==> src/rtl/prbs_seq_ctrl_pkg.sv <==
// Shared types and constants for the PRBS sequence controller and its byte checker.
package prbs_pkg;

    localparam int BYTE_W = 8;
    localparam int PAT_W  = 32;
    localparam logic [BYTE_W-1:0] SAT_MAX = 8'hFF;

    typedef enum logic [1:0] {
        ST_IDLE  = 2'd0,
        ST_LOAD  = 2'd1,
        ST_RUN   = 2'd2,
        ST_CHECK = 2'd3
    } state_t;

    function automatic logic [BYTE_W-1:0] sat_inc(input logic [BYTE_W-1:0] v, input logic inc);
        return (inc && (v != SAT_MAX)) ? v + 1'b1 : v;
    endfunction

endpackage

==> src/rtl/prbs_seq_ctrl_if.sv <==
// Controller <-> PRBS/pattern-detector datapath bus.
interface prbs_seq_ctrl_if;
    import prbs_pkg::*;

    logic              dp_rstn;
    logic [PAT_W-1:0]  dp_in;
    logic [BYTE_W-1:0] dp_n;
    logic [BYTE_W-1:0] dp_out;
    logic              dp_detected;

    // No handshake: dp_out is a byte every cycle while dp_rstn is high; dp_detected is a one-cycle strobe.
    modport master (output dp_rstn, dp_in, dp_n, input dp_out, dp_detected);
    modport slave  (input dp_rstn, dp_in, dp_n, output dp_out, dp_detected);

endinterface

==> src/rtl/prbs_seq_ctrl_byte_checker.sv <==
// Walks the seed pattern MSB-byte first and flags bytes that differ from the datapath stream.
module prbs_byte_checker
    import prbs_pkg::*;
(
    input  logic              clk,
    input  logic              rst_n,
    input  logic              clear,
    input  logic              en,
    input  logic [PAT_W-1:0]  pattern,
    input  logic [BYTE_W-1:0] data,
    output logic              mismatch,
    output logic              wrap
);

    logic [1:0]        idx;
    logic [BYTE_W-1:0] exp_byte;

    // idx counts 3..0 and wraps naturally through the 2-bit width.
    always_ff @(posedge clk or negedge rst_n) begin
        if (!rst_n) begin
            idx <= 2'd3;
        end else if (clear) begin
            idx <= 2'd3;
        end else if (en) begin
            idx <= idx - 2'd1;
        end
    end

    assign exp_byte = pattern[{idx, 3'b111} -: BYTE_W];
    assign mismatch = en && (data != exp_byte);
    assign wrap     = en && (idx == 2'd0);

endmodule

==> src/rtl/prbs_seq_ctrl.sv <==
// Test-run sequencer: loads the datapath, checks its byte stream and detections, reports pass/fail.
module prbs_seq_ctrl
    import prbs_pkg::*;
#(
    parameter int TO_W = 16
) (
    input  logic              clk,
    input  logic              rst_n,
    input  logic              start,
    input  logic              abort,
    input  logic [PAT_W-1:0]  cfg_pattern,
    input  logic [BYTE_W-1:0] cfg_n,
    input  logic [TO_W-1:0]   cfg_timeout,
    prbs_seq_ctrl_if.master   dp,
    output logic              busy,
    output logic              done,
    output logic              pass,
    output logic [BYTE_W-1:0] det_count,
    output logic [BYTE_W-1:0] err_count,
    output state_t            state_dbg
);

    state_t            state;
    logic [PAT_W-1:0]  shadow_pattern;
    logic [BYTE_W-1:0] shadow_n;
    logic [TO_W-1:0]   shadow_timeout;
    logic [BYTE_W-1:0] grp_cnt;
    logic [TO_W-1:0]   to_cnt;
    logic              timed_out;
    logic              dp_rstn_q;
    logic              mismatch;
    logic              wrap;
    logic [TO_W-1:0]   to_next;
    logic [BYTE_W-1:0] grp_next;
    logic [BYTE_W-1:0] det_next;

    prbs_byte_checker u_checker (
        .clk      (clk),
        .rst_n    (rst_n),
        .clear    (state != ST_RUN),
        .en       (state == ST_RUN),
        .pattern  (shadow_pattern),
        .data     (dp.dp_out),
        .mismatch (mismatch),
        .wrap     (wrap)
    );

    assign dp.dp_rstn = dp_rstn_q;
    assign dp.dp_in   = shadow_pattern;
    assign dp.dp_n    = shadow_n;
    assign state_dbg  = state;
    assign to_next    = to_cnt + 1'b1;
    assign grp_next   = grp_cnt + 1'b1;
    assign det_next   = sat_inc(det_count, dp.dp_detected);

    always_ff @(posedge clk or negedge rst_n) begin
        if (!rst_n) begin
            state          <= ST_IDLE;
            shadow_pattern <= '0;
            shadow_n       <= '0;
            shadow_timeout <= '0;
            grp_cnt        <= '0;
            to_cnt         <= '0;
            timed_out      <= 1'b0;
            dp_rstn_q      <= 1'b0;
            busy           <= 1'b0;
            done           <= 1'b0;
            pass           <= 1'b0;
            det_count      <= '0;
            err_count      <= '0;
        end else begin
            done <= 1'b0;
            if (abort && (state != ST_IDLE)) begin
                state     <= ST_IDLE;
                dp_rstn_q <= 1'b0;
                busy      <= 1'b0;
                done      <= 1'b1;
                pass      <= 1'b0;
            end else begin
                case (state)
                    ST_IDLE: begin
                        if (start) begin
                            pass      <= 1'b0;
                            det_count <= '0;
                            err_count <= '0;
                            if (cfg_n == '0) begin
                                done <= 1'b1;
                            end else begin
                                shadow_pattern <= cfg_pattern;
                                shadow_n       <= cfg_n;
                                shadow_timeout <= cfg_timeout;
                                grp_cnt        <= '0;
                                to_cnt         <= '0;
                                timed_out      <= 1'b0;
                                busy           <= 1'b1;
                                state          <= ST_LOAD;
                            end
                        end
                    end
                    ST_LOAD: begin
                        dp_rstn_q <= 1'b1;
                        state     <= ST_RUN;
                    end
                    ST_RUN: begin
                        err_count <= sat_inc(err_count, mismatch);
                        det_count <= det_next;
                        to_cnt    <= to_next;
                        if (wrap) grp_cnt <= grp_next;
                        // Timeout is tested first so it wins over a same-cycle final group.
                        if (to_next == shadow_timeout) begin
                            timed_out <= 1'b1;
                            dp_rstn_q <= 1'b0;
                            state     <= ST_CHECK;
                        end else if (wrap && (grp_next == shadow_n)) begin
                            dp_rstn_q <= 1'b0;
                            state     <= ST_CHECK;
                        end
                    end
                    ST_CHECK: begin
                        det_count <= det_next;
                        pass      <= (det_next == shadow_n) && (err_count == '0) && !timed_out;
                        done      <= 1'b1;
                        busy      <= 1'b0;
                        state     <= ST_IDLE;
                    end
                    default: state <= ST_IDLE;
                endcase
            end
        end
    end

endmodule

==> src/flat_wrapper.sv <==
// flat-port wrapper written by rule: the top's interface ports become plain ports
module prbs_seq_ctrl_flat import prbs_pkg::*;
#(
    parameter int TO_W = 16
)
  (clk, rst_n, start, abort, cfg_pattern, cfg_n, cfg_timeout, busy, done, pass, det_count, err_count, state_dbg, dp_dp_rstn, dp_dp_in, dp_dp_n, dp_dp_out, dp_dp_detected);
  prbs_seq_ctrl_if dp_i ();
  input  logic clk;
  input  logic rst_n;
  input  logic start;
  input  logic abort;
  input  logic [PAT_W-1:0] cfg_pattern;
  input  logic [BYTE_W-1:0] cfg_n;
  input  logic [TO_W-1:0] cfg_timeout;
  output logic busy;
  output logic done;
  output logic pass;
  output logic [BYTE_W-1:0] det_count;
  output logic [BYTE_W-1:0] err_count;
  output state_t state_dbg;
  output wire logic [$bits(dp_i.dp_rstn)-1:0] dp_dp_rstn;
  output wire logic [$bits(dp_i.dp_in)-1:0] dp_dp_in;
  output wire logic [$bits(dp_i.dp_n)-1:0] dp_dp_n;
  input wire logic [$bits(dp_i.dp_out)-1:0] dp_dp_out;
  input wire logic [$bits(dp_i.dp_detected)-1:0] dp_dp_detected;
  assign dp_dp_rstn = dp_i.dp_rstn;
  assign dp_dp_in = dp_i.dp_in;
  assign dp_dp_n = dp_i.dp_n;
  assign dp_i.dp_out = dp_dp_out;
  assign dp_i.dp_detected = dp_dp_detected;
  prbs_seq_ctrl #(.TO_W(TO_W)) u_core (.clk(clk), .rst_n(rst_n), .start(start), .abort(abort), .cfg_pattern(cfg_pattern), .cfg_n(cfg_n), .cfg_timeout(cfg_timeout), .dp(dp_i), .busy(busy), .done(done), .pass(pass), .det_count(det_count), .err_count(err_count), .state_dbg(state_dbg));
endmodule
==> config.mk <==
export PLATFORM = sky130hd
export DESIGN_NAME = prbs_seq_ctrl_flat
export DESIGN_NICKNAME = d
export VERILOG_FILES = /design/src/rtl/prbs_seq_ctrl_pkg.sv /design/src/rtl/prbs_seq_ctrl_if.sv /design/src/rtl/prbs_seq_ctrl_byte_checker.sv /design/src/rtl/prbs_seq_ctrl.sv /design/src/flat_wrapper.sv
export SDC_FILE = /design/constraint.sdc
export NUM_CORES = 1
export LEC_CHECK = 0
export CAP_MARGIN = 20
export CORE_UTILIZATION = 30
export CTS_CLUSTER_DIAMETER = 40
export DETAILED_ROUTE_END_ITERATION = 7
export GPL_ROUTABILITY_DRIVEN = 1
export SLEW_MARGIN = 15
export SYNTH_ARGS = -nofsm -noshare
export SYNTH_HDL_FRONTEND = slang
export SYNTH_SLANG_ARGS = --single-unit
==> constraint.sdc <==
create_clock -name clk -period 4.37 [get_ports clk]
set_input_delay 0.874 -clock clk [delete_from_list [all_inputs] [get_ports clk]]
set_output_delay 0.874 -clock clk [all_outputs]
set_load 0.03 [all_outputs]
==> impl_metrics.py <==
metrics = {
    "pwr": {
        "power.density_cell_area_nw_per_um2": 640,
        "power.share.combinational_pct": 49.1,
        "p_leak_nw": 2.99,
        "total_switching_power_mw": 1.94,
        "sum_of_internal_switching_and_leakage_power_mw": 4.86,
        "sequentialPowerShare_pct": 33.6,
        "intPower_mw": 2.92,
        "max-vdd-ir-drop_mv": 0.385,
        "p_sw_share_pct": 39.9,
        "clock_power_share_pct": 17.3,
    },
    "layout": {
        "layout.nets": 750,
        "layout_cells_sized_above_1_pct": 14.3,
        "area_delta_synth_final_pct": 32.3,
        "n_antenna_cell": 0,
        "final_area_sq_um": 7600,
    },
    "drt": {
        "firstDrtPassIters": 5,
        "num_vias": 4649,
        "avgViaCountPerCell": 5.10,
        "wl_met2_microns": 7000,
        "postRouteAntennaNets": 0,
        "initialDrtViolationCount": 316,
        "wl_per_cell_microns": 16.2,
        "route.top_layer_used": "met4",
        "wl_met1_microns": 6620,
        "routed_wirelength_microns": 14800,
        "met3WireLength_microns": 956,
        "drc_errors": 0,
    },
    "min_path": {
        "hold_path_class": "reg -> reg",
    },
    "logic_synthesis": {
        "post-synth-top-area-fraction_pct": 44.9,
        "number_of_synthesized_flops_with_an_enable_pin": 0,
        "post-synth-top-area-cell": "dfrtp_1",
        "yosysMostFrequentCell": "dfrtp_1",
        "synth_seq_cells": 105,
        "dominant_cells_by_area_after_synthesis": "dfrtp_1 (45%), mux2_2 (11%), xnor2_1 (6.4%)",
        "post_synth_num_cell_types": 53,
        "synth_cells": 548,
        "ys_warn_count": 0,
        "postSynth.asyncResetShare_pct": 100,
        "syn-cell-area_sq_um": 5750,
        "synth_commonest_cells": "dfrtp_1 (103), o21ai_0 (55), mux2_2 (54), nand2_1 (53), xnor2_1 (42)",
        "post_synth_top_flop": "dfrtp_1",
        "synth_fp_nets": 626,
        "synth.yosys.seq_area_share_pct": 45.8,
        "synth.avg_cell_area_sq_um": 10.5,
    },
    "worst_setup_path": {
        "worst_path_largest_cell_delay_ns": 0.56,
        "worstSetupEndpointType": "flip-flop",
        "critical-path-slowest-cell": "or4_1",
        "crit_buf_inv": 1,
        "critPathArrivalTime_ns": 3.12,
        "worst-setup-path-type": "in -> reg",
        "delay_heaviest_family_cp": "simple AND/OR/NAND/NOR gates",
        "crit_path_cell_trace": "clkdlybuf4s50_1, or4_1, o21ai_0, and2_1, nor2_1, o21ai_1, nand2_1, o21ai_0",
        "crit_path_frequent_cell": "o21ai_0",
        "crit_path_max_fanout": 10,
        "cp-start-kind": "primary input",
        "worst_ep_required_time_ns": 4.64,
    },
    "floorplan": {
        "rows": 50,
        "initial_utilization_pct": 30.6,
        "die_span_in_y_microns": 140,
        "io-pin-count": 131,
        "width_of_the_chip_microns": 140,
        "die_area_sq_um": 19700,
        "floorplan.core_area_sq_um": 18800,
    },
    "clock_tree": {
        "cts_stage_hold_buffer_count": 0,
        "clock_slew_at_reported_path_ffs_ns": 0.07,
        "cts_max_path_buffers": 2,
        "numCtsBuffers": 9,
        "cts-root-buf": "clkbuf_16",
        "count_of_instances_resized_after_the_clock_tree_is_built": 0,
        "cts_post_setup_buffers_inserted": 0,
        "htree_num_levels": 3,
        "cts.sink_count": 105,
        "worstSkewPairLatency_ns": 0.35,
        "tritoncts_clock_tree": "done",
    },
    "timing": {
        "finalHoldViolations": 0,
        "max_clock_freq_ghz": 0.351,
        "tightest_slew_ns": 0.761,
        "final.setup.tns_ns": 0,
        "setup_viol_count_final": 0,
        "worst_clock_skew_ns": 0.00666,
        "grt_setup_unrepaired": "no",
        "final_min_period_over_clock_period_pct": 65.2,
        "slew_headroom_pct": 49.3,
        "report.final.slew_viol_count": 0,
        "whs_ns": 0.515,
        "fin_crit_ns": 2.85,
    },
    "place": {
        "place_area_sq_um": 7280,
        "buffer_ports.inserted": 130,
        "finalWeightedCongestion": 0.838,
        "detailed_place_hpwl_microns": 10600,
    },
    "global_routing": {
        "antenna_violations_before_repair": 0,
        "grt_pass1_wl_microns": 24300,
        "first_global_vias": 4732,
        "maximum_number_of_pins_on_one_net_before_global_route_repair": 58,
        "overflow": 0,
        "grt_usage_pct": 15.5,
    },
    "run": {
        "timing.max_cap.violations": 0,
    },
    "outcome": {
        "run_status": "completed",
    },
}
[power by group through the flow]
stage / sequential (mW) / clock [mW] / combinational, mW
floorplan: 1.97 / 0 / 1.19
global placement: 1.64 / 0 / 2.36
detailed placement: 1.65 / 0 / 2.39
CTS: 1.64 / 0.873 / 2.41
global route: 1.69 / 0.910 / 2.57
finish: 1.63 / 0.839 / 2.39
[final cells by class]
cell class,instances,area [sq um]
clock buffer,12,256
clock inverter,4,51.3
fill,1833,11200
inverter,13,48.8
multi-input combinational,409,2990
sequential,105,2630
tap,234,293
timing repair buffer,134,1330
[logic make-up (layout without fill, tap and decap cells)]
kind of cell | Yosys count | in the layout | share of synthesized area (%)
AO/OA/AOI/OAI | 100 | 100 | 10.5
XOR/XNOR | 58 | 58 | 8.84
adder cells (fa/ha/maj) | 9 | 9 | 1.96
buffers and inverters | 34 | 163 | 2.31
flip-flops | 105 | 105 | 45.8
multiplexers | 66 | 66 | 14.5
AND/OR/NAND/NOR | 176 | 176 | 16.1
[final timing paths]
path	startpoint	end	slack [ns]	cells after the start
worst max-delay path	cfg_n[5]	u_core.grp_cnt[5]	1.52	8
worst min-delay path	u_core.to_cnt[15]	u_core.to_cnt[15]	0.51	1
worst max register to register	u_core.u_checker.idx[0]	u_core.err_count[5]	1.61	7
worst min register to register	u_core.to_cnt[15]	u_core.to_cnt[15]	0.51	1
max in group asynchronous	rst_n	u_core.dp.dp_in[13]	2.93	2
min in group asynchronous	rst_n	u_core.grp_cnt[3]	0.58	1
[placed cells by master (no fill, tap or decap), drive strengths merged, types with 7 or more instances in the layout]
| cell | n |
|---|---|
| a21oi | 11 |
| and2 | 7 |
| and3 | 7 |
| clkbuf | 12 |
| clkdlybuf4s50 | 129 |
| dfrtp | 103 |
| ha | 9 |
| inv | 13 |
| mux2 | 55 |
| mux4 | 8 |
| nand2 | 53 |
| nand2b | 8 |
| nand3 | 23 |
| nand4 | 17 |
| nor2 | 25 |
| nor3 | 13 |
| o21ai | 56 |
| xnor2 | 42 |
| xor2 | 16 |
[stage by stage]
stage	setup slack (ns)	utilization, %	cells
finish	1.52	40.5	911
global route	1.30	40.5	911
CTS	1.38	40.4	910
detailed placement	1.01	38.8	894
global placement	1.13	38.8	894
floorplan	1.75	-	548
[state kept, by name, indices dropped and copies added, names as in the netlist, 2 cells and up]
register / cells
u_core.dp.dp_in: 32
u_core.shadow_timeout: 16
u_core.to_cnt: 16
u_core.det_count: 8
u_core.dp.dp_n: 8
u_core.err_count: 8
u_core.grp_cnt: 8
u_core.state_dbg: 2
u_core.u_checker.idx: 2
[per-layer routing]
metal  global-route usage, %  up-vias
met4                    4.22        0
met1                    19.2     2276
li1                        -     2223
met5                       0        -
met2                    25.9      136
met3                    4.96       14
[worst reg2reg max path, cell delays in order, from the launching register on]
cell and delay (ns):
dfstp_2 0.76, mux4_2 0.60, xnor2_1 0.17, nand4_1 0.16, o21ai_0 0.54, or3_1 0.21, xor2_1 0.14, nor2_1 0.05
Power figures use the tool's default switching activity.
